## src/rtl/video_mode_ctrl.sv

```systemverilog
// Video timing controller: live/shadow mode registers, frame-boundary commit,
// registered hsync/vsync/blank/x/y/frame_start outputs.
module video_mode_ctrl #(
    parameter int unsigned CW       = 11,
    parameter int unsigned H_ACTIVE = 640,
    parameter int unsigned H_FP     = 16,
    parameter int unsigned H_SYNC   = 96,
    parameter int unsigned H_BP     = 48,
    parameter int unsigned V_ACTIVE = 480,
    parameter int unsigned V_FP     = 10,
    parameter int unsigned V_SYNC   = 2,
    parameter int unsigned V_BP     = 33,
    parameter logic [1:0]  POL      = 2'b00
) (
    input  logic          clk,
    input  logic          reset,
    input  logic          run,
    input  logic          cfg_we,
    input  logic [3:0]    cfg_addr,
    input  logic [CW-1:0] cfg_wdata,
    input  logic          cfg_commit,
    output logic          cfg_pending,
    output logic          cfg_err,
    output logic          hsync,
    output logic          vsync,
    output logic          blank,
    output logic [CW-1:0] x,
    output logic [CW-1:0] y,
    output logic          frame_start
);

    typedef enum logic [1:0] {StStop, StRun, StSwitch} state_e;

    function automatic logic [CW-1:0] dflt(input int unsigned i);
        case (i)
            0:       return CW'(H_ACTIVE);
            1:       return CW'(H_FP);
            2:       return CW'(H_SYNC);
            3:       return CW'(H_BP);
            4:       return CW'(V_ACTIVE);
            5:       return CW'(V_FP);
            6:       return CW'(V_SYNC);
            default: return CW'(V_BP);
        endcase
    endfunction

    state_e        state_q, state_d;
    logic [CW-1:0] h_cnt_q, h_cnt_d, v_cnt_q, v_cnt_d;
    logic [CW-1:0] live_q [8];
    logic [CW-1:0] live_d [8];
    logic [CW-1:0] shad_q [8];
    logic [CW-1:0] shad_d [8];
    logic [1:0]    lpol_q, lpol_d, spol_q, spol_d;
    logic          hsync_q, hsync_d, vsync_q, vsync_d, blank_q, blank_d;
    logic          fs_q, fs_d, pend_q, pend_d, err_q, err_d;
    logic [CW-1:0] x_q, x_d, y_q, y_d;

    logic [CW:0]   ht, vt, hs_lo, hs_hi, vs_lo, vs_hi;
    logic [CW+1:0] sh_ht, sh_vt;  // two extra bits so the sum itself cannot wrap
    logic          sh_zero, sh_valid, h_end, v_end, frame_end, count_en, load;
    logic          hs_act, vs_act, act;

    // Totals, sync windows and commit validation.
    always_comb begin
        ht    = {1'b0, live_q[0]} + {1'b0, live_q[1]} + {1'b0, live_q[2]} + {1'b0, live_q[3]};
        vt    = {1'b0, live_q[4]} + {1'b0, live_q[5]} + {1'b0, live_q[6]} + {1'b0, live_q[7]};
        hs_lo = {1'b0, live_q[0]} + {1'b0, live_q[1]};
        hs_hi = hs_lo + {1'b0, live_q[2]};
        vs_lo = {1'b0, live_q[4]} + {1'b0, live_q[5]};
        vs_hi = vs_lo + {1'b0, live_q[6]};
        sh_ht = {2'b00, shad_q[0]} + {2'b00, shad_q[1]} + {2'b00, shad_q[2]} + {2'b00, shad_q[3]};
        sh_vt = {2'b00, shad_q[4]} + {2'b00, shad_q[5]} + {2'b00, shad_q[6]} + {2'b00, shad_q[7]};
        sh_zero = 1'b0;
        for (int i = 0; i < 8; i++) begin
            if (shad_q[i] == '0) sh_zero = 1'b1;
        end
        sh_valid  = !sh_zero && (sh_ht[CW+1:CW] == 2'b00) && (sh_vt[CW+1:CW] == 2'b00);
        h_end     = ({1'b0, h_cnt_q} == ht - (CW+1)'(1));
        v_end     = ({1'b0, v_cnt_q} == vt - (CW+1)'(1));
        frame_end = h_end && v_end;
    end

    // Next state: FSM, counters, live/shadow updates.
    always_comb begin
        state_d = state_q;
        h_cnt_d = h_cnt_q;
        v_cnt_d = v_cnt_q;
        load    = 1'b0;
        if (h_end) begin
            h_cnt_d = '0;
            v_cnt_d = v_end ? '0 : v_cnt_q + CW'(1);
        end else begin
            h_cnt_d = h_cnt_q + CW'(1);
        end
        unique case (state_q)
            StStop: begin
                h_cnt_d = '0;
                v_cnt_d = '0;
                load    = cfg_commit && sh_valid;
                if (run) state_d = StRun;
            end
            StRun: begin
                if (!run) begin
                    state_d = StStop;
                    h_cnt_d = '0;
                    v_cnt_d = '0;
                end else if (cfg_commit && sh_valid) begin
                    state_d = StSwitch;
                end
            end
            StSwitch: begin
                if (!run) begin
                    state_d = StStop;
                    h_cnt_d = '0;
                    v_cnt_d = '0;
                    load    = 1'b1;
                end else if (frame_end) begin
                    state_d = StRun;
                    load    = 1'b1;
                end
            end
            default: state_d = StStop;
        endcase
        live_d = load ? shad_q : live_q;
        lpol_d = load ? spol_q : lpol_q;
        // Shadow writes land after any copy on the same edge.
        shad_d = shad_q;
        spol_d = spol_q;
        if (cfg_we) begin
            if (cfg_addr < 4'd8)       shad_d[cfg_addr[2:0]] = cfg_wdata;
            else if (cfg_addr == 4'd8) spol_d = cfg_wdata[1:0];
        end
        err_d  = cfg_commit && (state_q != StSwitch) && !sh_valid;
        pend_d = (state_d == StSwitch);
    end

    // Registered pixel outputs describing this cycle's counters.
    always_comb begin
        count_en = (state_q != StStop) && run;
        hs_act   = ({1'b0, h_cnt_q} >= hs_lo) && ({1'b0, h_cnt_q} < hs_hi);
        vs_act   = ({1'b0, v_cnt_q} >= vs_lo) && ({1'b0, v_cnt_q} < vs_hi);
        act      = (h_cnt_q < live_q[0]) && (v_cnt_q < live_q[4]);
        hsync_d  = ~lpol_q[0];
        vsync_d  = ~lpol_q[1];
        blank_d  = 1'b1;
        x_d      = '0;
        y_d      = '0;
        fs_d     = 1'b0;
        if (count_en) begin
            hsync_d = ~(hs_act ^ lpol_q[0]);
            vsync_d = ~(vs_act ^ lpol_q[1]);
            blank_d = !act;
            x_d     = act ? h_cnt_q : '0;
            y_d     = act ? v_cnt_q : '0;
            fs_d    = (h_cnt_q == '0) && (v_cnt_q == '0);
        end
    end

    // State and output registers with synchronous reset.
    always_ff @(posedge clk) begin
        if (reset) begin
            state_q <= StStop;
            h_cnt_q <= '0;
            v_cnt_q <= '0;
            for (int i = 0; i < 8; i++) begin
                live_q[i] <= dflt(i);
                shad_q[i] <= dflt(i);
            end
            lpol_q  <= POL;
            spol_q  <= POL;
            hsync_q <= ~POL[0];
            vsync_q <= ~POL[1];
            blank_q <= 1'b1;
            x_q     <= '0;
            y_q     <= '0;
            fs_q    <= 1'b0;
            pend_q  <= 1'b0;
            err_q   <= 1'b0;
        end else begin
            state_q <= state_d;
            h_cnt_q <= h_cnt_d;
            v_cnt_q <= v_cnt_d;
            live_q  <= live_d;
            shad_q  <= shad_d;
            lpol_q  <= lpol_d;
            spol_q  <= spol_d;
            hsync_q <= hsync_d;
            vsync_q <= vsync_d;
            blank_q <= blank_d;
            x_q     <= x_d;
            y_q     <= y_d;
            fs_q    <= fs_d;
            pend_q  <= pend_d;
            err_q   <= err_d;
        end
    end

    assign hsync       = hsync_q;
    assign vsync       = vsync_q;
    assign blank       = blank_q;
    assign x           = x_q;
    assign y           = y_q;
    assign frame_start = fs_q;
    assign cfg_pending = pend_q;
    assign cfg_err     = err_q;

endmodule
```

## config.mk

```make
export PLATFORM = sky130hd
export DESIGN_NAME = video_mode_ctrl
export DESIGN_NICKNAME = d
export VERILOG_FILES = /design/src/rtl/video_mode_ctrl.sv
export SDC_FILE = /design/constraint.sdc
export NUM_CORES = 1
export LEC_CHECK = 0
export CORE_ASPECT_RATIO = 0.5
export CORE_UTILIZATION = 54
export DETAILED_ROUTE_END_ITERATION = 8
export PLACE_DENSITY = 0.78
export SYNTH_ARGS = -nofsm -noshare
export SYNTH_HDL_FRONTEND = slang
export SYNTH_SLANG_ARGS = --single-unit
```

## constraint.sdc

```tcl
create_clock -name clk -period 7.7 [get_ports clk]
set_input_delay 1.54 -clock clk [delete_from_list [all_inputs] [get_ports clk]]
set_output_delay 1.54 -clock clk [all_outputs]
set_load 0.1 [all_outputs]
```

## Word level (Yosys, flattened, before mapping)

Index checks and enable logic that the tools add are counted.

| word-level totals | value |
|---|---|
| register bits | 232 |
| output and inout port bits | 28 |
| bits of input ports | 20 |
| word-level logic and storage cells | 134 |

| operators by class | value |
|---|---|
| add/subtract/negate cells | 16 |
| mux-type cells | 29 |
| reduce and logical (&&, ||, !) cells | 34 |
| magnitude comparators | 9 |
| equal/unequal tests | 7 |
| bitwise logic cells | 10 |

Operators with widths:

| cell | number |
|---|---|
| $logic_not A11 Y1 | 10 |
| $bwmux W88 | 1 |
| $mux W11 | 6 |
| $add A11 B11 Y12 | 4 |
| $add A12 B11 Y12 | 4 |
| $pmux W11 S2 | 2 |
| $demux W11 S3 | 1 |
| $add A12 B11 Y13 | 2 |
| $add A13 B11 Y13 | 2 |
| $eq A11 B12 Y1 | 2 |
| $ge A11 B12 Y1 | 2 |
| $lt A11 B12 Y1 | 2 |
| $sub A12 B1 Y12 const B | 2 |
| $add A11 B1 Y11 const B | 2 |
| $lt A11 B11 Y1 | 2 |
| $logic_and A1 B1 Y1 | 12 |
| $mux W1 | 12 |
| $mux W2 | 5 |
| $not A1 Y1 | 7 |
| $logic_not A2 Y1 | 3 |
| $pmux W2 S3 | 1 |
| $eq A2 B2 Y1 const B | 2 |
| $eq A4 B4 Y1 const B | 1 |
| $ge A4 B4 Y1 const B | 1 |
| other kinds (13) | 17 |

## Longest topological paths before layout

| logic depth | value |
|---|---|
| depth after elaboration | 17 |
| gate-level depth with buffers | 29 |
| mapped depth without buffers | 27 |

## Worst setup path after synthesis

No wires, ideal clock.

| timing | value |
|---|---|
| kind | register to register |
| start | reg live_q[77] (netlist name) |
| end | reg lpol_q[1] |
| data arrival time | 5.806 ns |
| path buffers | 2 |
| cell stages (with the launch flop) | 30 |
| path slack | 1.771 ns |
| data required time | 7.577 ns |
| cells stage by stage | dfxtp_1 ha_1 inv_1 fa_1 nor2b_1 o21ai_0 a21boi_0 o21ai_0 a21boi_0 o21a_1 or2_2 xor2_1 ha_1 a21oi_1 inv_1 a31oi_1 xor2_1 xor2_1 ha_1 and4_1 a221oi_2 o21ai_1 a31oi_1 xnor2_1 or4_1 nor4_2 a21oi_1 buf_2 buf_6 mux2_1 |

| on the way | value |
|---|---|
| cells in the longest elaborated chain, start to end | 9 |

RTL lines:

| item | RTL line | source |
|---|---|---|
| start: declaration | 49 | `logic [CW-1:0] live_q [8];` |
| start signal: indexed assignment | 166 | `live_q[i] <= dflt(i);` |
| start signal: assignment | 183 | `live_q <= live_d;` |
| $add A11 B11 Y12 | 65 | `ht = {1'b0, live_q[0]} + {1'b0, live_q[1]} + {1'b0, live_q[2]} + {1'b0, live_q[3]};` |
| $add A12 B11 Y12 (2 in series) | 65 |  |
| $sub A12 B1 Y12 | 78 | `h_end = ({1'b0, h_cnt_q} == ht - (CW+1)'(1));` |
| $eq A11 B12 Y1 | 78 |  |
| $logic_and A1 B1 Y1 | 80 | `frame_end = h_end && v_end;` |
| $mux W1 | 117 | `end else if (frame_end) begin` |
| $mux W1 | 112 | `if (!run) begin` |
| $pmux W1 S2 | 95 | `unique case (state_q)` |
| end signal: assignment | 185 | `lpol_q <= lpol_d;` |
| end: declaration | 53 | `logic [1:0] lpol_q, lpol_d, spol_q, spol_d;` |

No other way between the ends.
A chain may end at the register's enable or synchronous reset.

## Worst setup path in the final report

Ends and elaborated chain as after synthesis.

==> metrics.md <==
| Metric | Value |
|---|---|
| Number of instances in the placed design | `2148` |
| Core box area | `28200 um2` |
| Placement Rows | `43` |
| Endpoint of the worst hold path | `live_q[54]$_SDFFE_PP0P_` |
| Seq/Total Area, Yosys | `0.295` |
| Master cell of the clock root buffer | `clkbuf_16` |
| Number of buffers on the longest clock path | `3` |
| Gr ovfl total | `0` |
| Global placement routability congestion | `0.947` |
| Seq. cell area | `4640 um2` |
| Total routing usage reported by global routing | `0.261` |
| Class of the most critical hold timing path | `register to register` |
| Master of the slowest instance on the critical path | `or4_1` |
| Initial antenna violation count | `1` |
| Floorplan die height | `123 um` |
| Distinct cell type count after synthesis | `70` |
| Area Growth Syn to Fin | `9.71%` |
| Endpoint of the worst register-to-register path | `lpol_q[1]$_SDFFE_PP0P_` |
| Initial core utilization | `0.559` |
| Critical path's top delay family | `compound AO/OA/AOI/OAI gates` |
| Most used flip-flop cell after synthesis | `dfxtp_1` |
| Detailed-route wire length per cell | `17.6 um` |
| Total power | `2810 uW` |
| Hold-critical path depth | `2` |
| Data required time at the worst endpoint | `8.14 ns` |
| Placed Area | `16500 um2` |
| Number of slew-limit violations in the final report | `0` |
| Worst rel slew slack | `0.246` |
| Count of cells along the worst register-to-register path | `28` |
| Setup Skew | `0.0192 ns` |
| Highest Clock Rate | `0.148 GHz` |
| Number of antenna-violating nets in the routed design | `0` |
| DR iter-0 viols | `1003` |
| Synth Instances | `1796` |
| Commonest non-fill, non-tap cell in the layout | `dfxtp_1` |
| Worst hold path startpoint | `live_q[54]$_SDFFE_PP0P_` |
| Core Util, Final | `0.613` |
| Combined area of the multi-input logic cells | `10300 um2` |
| Setup Crit Path Kind | `register to register` |
| Dpl hpwl | `29.4 mm` |
| Worst IR drop on VDD | `0.137 mV` |
| Met3 usage | `0.0531` |
| Buffers & Inverters on Critical Path | `3` |
| Final cycle utilization of the critical path | `0.877` |
| Number of top-level pins | `48` |
| Number of I/O port buffers | `47` |
| Total power density per cell area | `162 nW/um2` |
| Tmin final | `6.76 ns` |
| Hold buffer count at cts | `0` |
| EDFF count, synth | `0` |
| Setup TNS | `0 ns` |
| Largest fanout on the critical path | `90` |
| Via count of the first global-routing pass | `11500` |
| Gr busiest metal | `met1` |
| Non-filler instance count after layout | `2190` |
| Die boundary width | `244 um` |
| Met2 Usage GRT | `0.347` |
| Launching element type of the critical path | `register` |
| Post-Syn Nets | `2028` |
| Net total in the final layout | `2023` |
| Data arrival time of the worst path | `7.19 ns` |
| Syn Area/Cell | `8.77 um2` |
| Met1 global-route usage | `0.417` |
| Number of design rule violations left after detail routing | `0` |
| Vias per Instance | `5.66` |
| Status | `finished, final reports clean` |
| Final Hold Fails | `0` |
| Total length of routed wires | `38.5 mm` |
| Slack of the worst reg-to-reg path | `0.94 ns` |
| TritonCTS Buffers | `23` |
| Warning count from the yosys run | `0` |
| Leading cell types in the layout, fill and taps excluded | `232 x dfxtp_1, 164 x ha_1, 163 x nand2b_1` |
| Post-CTS setup repair buffer count | `0` |
| Highest cell delay on the worst timing path | `0.55 ns` |
| Reg2reg start | `live_q[77]$_SDFFE_PP0P_` |
| Fraction of layout cells with a size suffix above 1 | `0.0410` |
| P_leak | `0.00754 uW` |
| Latest clock arrival within the worst-skew pair | `0.55 ns` |
| Async set or reset register ratio after synthesis | `0` |
| Total clock sinks | `232` |
| Final-layout fill cell count | `2372` |
| CTS tree | `yes` |
| Launch point of the critical path | `live_q[77]$_SDFFE_PP0P_` |
| Wire length of the first global-routing pass | `61.6 mm` |
| Type of destination of the critical path | `register` |
| Iteration count of the initial detailed-routing pass | `5` |
| Die area | `29900 um2` |
| Final instance area | `17300 um2` |
| Number of resized instances in the post-cts repair step | `0` |
| Worst-margin pin slew | `1.12 ns` |
| Via count | `12400` |
| Clock input transition at the sequential cells of the worst setup and hold paths | `0.07 ns` |
| Setup Viol. Count Final | `0` |
| Largest net degree at the start of global routing | `120` |
| Max-capacitance violation count | `0` |
| Htree depth | `1` |
| Synthesized area | `15800 um2` |
| Seq cells post-synth | `232` |
| Setup repair after global routing missed its margin | `false` |
## tightest hold or removal path: stages (launching register included)
cell      delay, ns
dfxtp_1        0.31
nand2b_1       0.06
mux2i_1        0.06
## logic make-up after synthesis
group | Yosys count | synth area share
buffers and inverters | 219 | 0.0540
DFF | 232 | 0.295
and+or+nand+nor | 614 | 0.200
xor gates and xnor gates | 88 | 0.0507
adders and majority gates | 213 | 0.192
AOI/OAI and AO/OA | 304 | 0.128
muxes | 126 | 0.0803
## power by group
part / internal [uW] / total [uW] / switching (uW) / leakage [uW]
Combinational: 142 / 326 / 184 / 0.00526
Sequential: 1210 / 1230 / 17.5 / 0.00187
Clock: 732 / 1250 / 519 / 0.000408
## registers in the layout, indices dropped and copies added, names as in the netlist
name	count
h_cnt_q	11
x	11
cfg_err	1
v_cnt_q	11
live_q	88
hsync	1
y	11
cfg_pending	1
blank	1
spol_q	2
vsync	1
frame_start	1
shad_q	88
lpol_q	2
state_q	2
## synth_stat cells (5+ instances only)
library cell  instances  area share
fa_1                 48       0.061
ha_1                164        0.13
a2111oi_0            12      0.0067
nand2b_1            163       0.065
o21ai_0              43       0.014
nand3b_1              9      0.0043
inv_1               136       0.032
nor2_1              138       0.033
buf_2                11      0.0035
o211ai_1              6      0.0029
a21o_1               35       0.017
o21ai_1               6      0.0019
xor2_1               44       0.024
and3_1               15      0.0060
a21boi_0              7      0.0033
nor2b_1              15      0.0060
xnor2_1              42       0.023
clkbuf_1             63       0.015
nor4_1               25      0.0099
o21bai_1              6      0.0029
a211o_1              14      0.0078
a21oi_1              95       0.030
nand3_1              28      0.0089
or3_1                 8      0.0032
buf_1                 7      0.0017
o2111ai_1             5      0.0028
o21a_1               15      0.0071
nand2_1             137       0.033
a211oi_1             23       0.011
and2_1                5      0.0020
dfxtp_1             232        0.29
or2_2                 6      0.0024
nor4b_1               6      0.0033
mux2i_1             123       0.078
nor3_1               29      0.0092
nand4_1              12      0.0048
a31oi_1              10      0.0040
## layout make-up
| type | count | share of cell area |
|---|---|---|
| Sequential cell | 232 | 0.269 |
| Multi-Input combinational cell | 1345 | 0.596 |
| Clock buffer | 24 | 0.0341 |
| Inverter | 136 | 0.0295 |
| Antenna cell | 1 | 0.000145 |
| Timing Repair Buffer | 53 | 0.0306 |
| Tap cell | 382 | 0.0277 |
| Clock inverter | 17 | 0.0138 |
## layer usage
metal  share of wire  routed length [um]
met4           0.021                 797
met3           0.078                3020
met5               0                   0
met2            0.37               14300
met1            0.53               20300
## metrics by stage
step                      hold slack (ns)  worst slack, ns
final                               0.475            0.945
after CTS                           0.480            0.985
after floorplan                     0.448             1.77
after global routing                0.503            0.429
after global placement              0.463             1.20
after detailed placement            0.467             1.03
## worst max-delay path by stage
stage                                  end  cells past startpoint
floorplan           lpol_q[1]$_SDFFE_PP0P_                     29
global placement    lpol_q[1]$_SDFFE_PP0P_                     28
detailed placement  lpol_q[1]$_SDFFE_PP0P_                     28
CTS                 lpol_q[1]$_SDFFE_PP0P_                     28
global route        lpol_q[1]$_SDFFE_PP0P_                     28
finish              lpol_q[1]$_SDFFE_PP0P_                     28
Power figures use the tool's default switching activity.
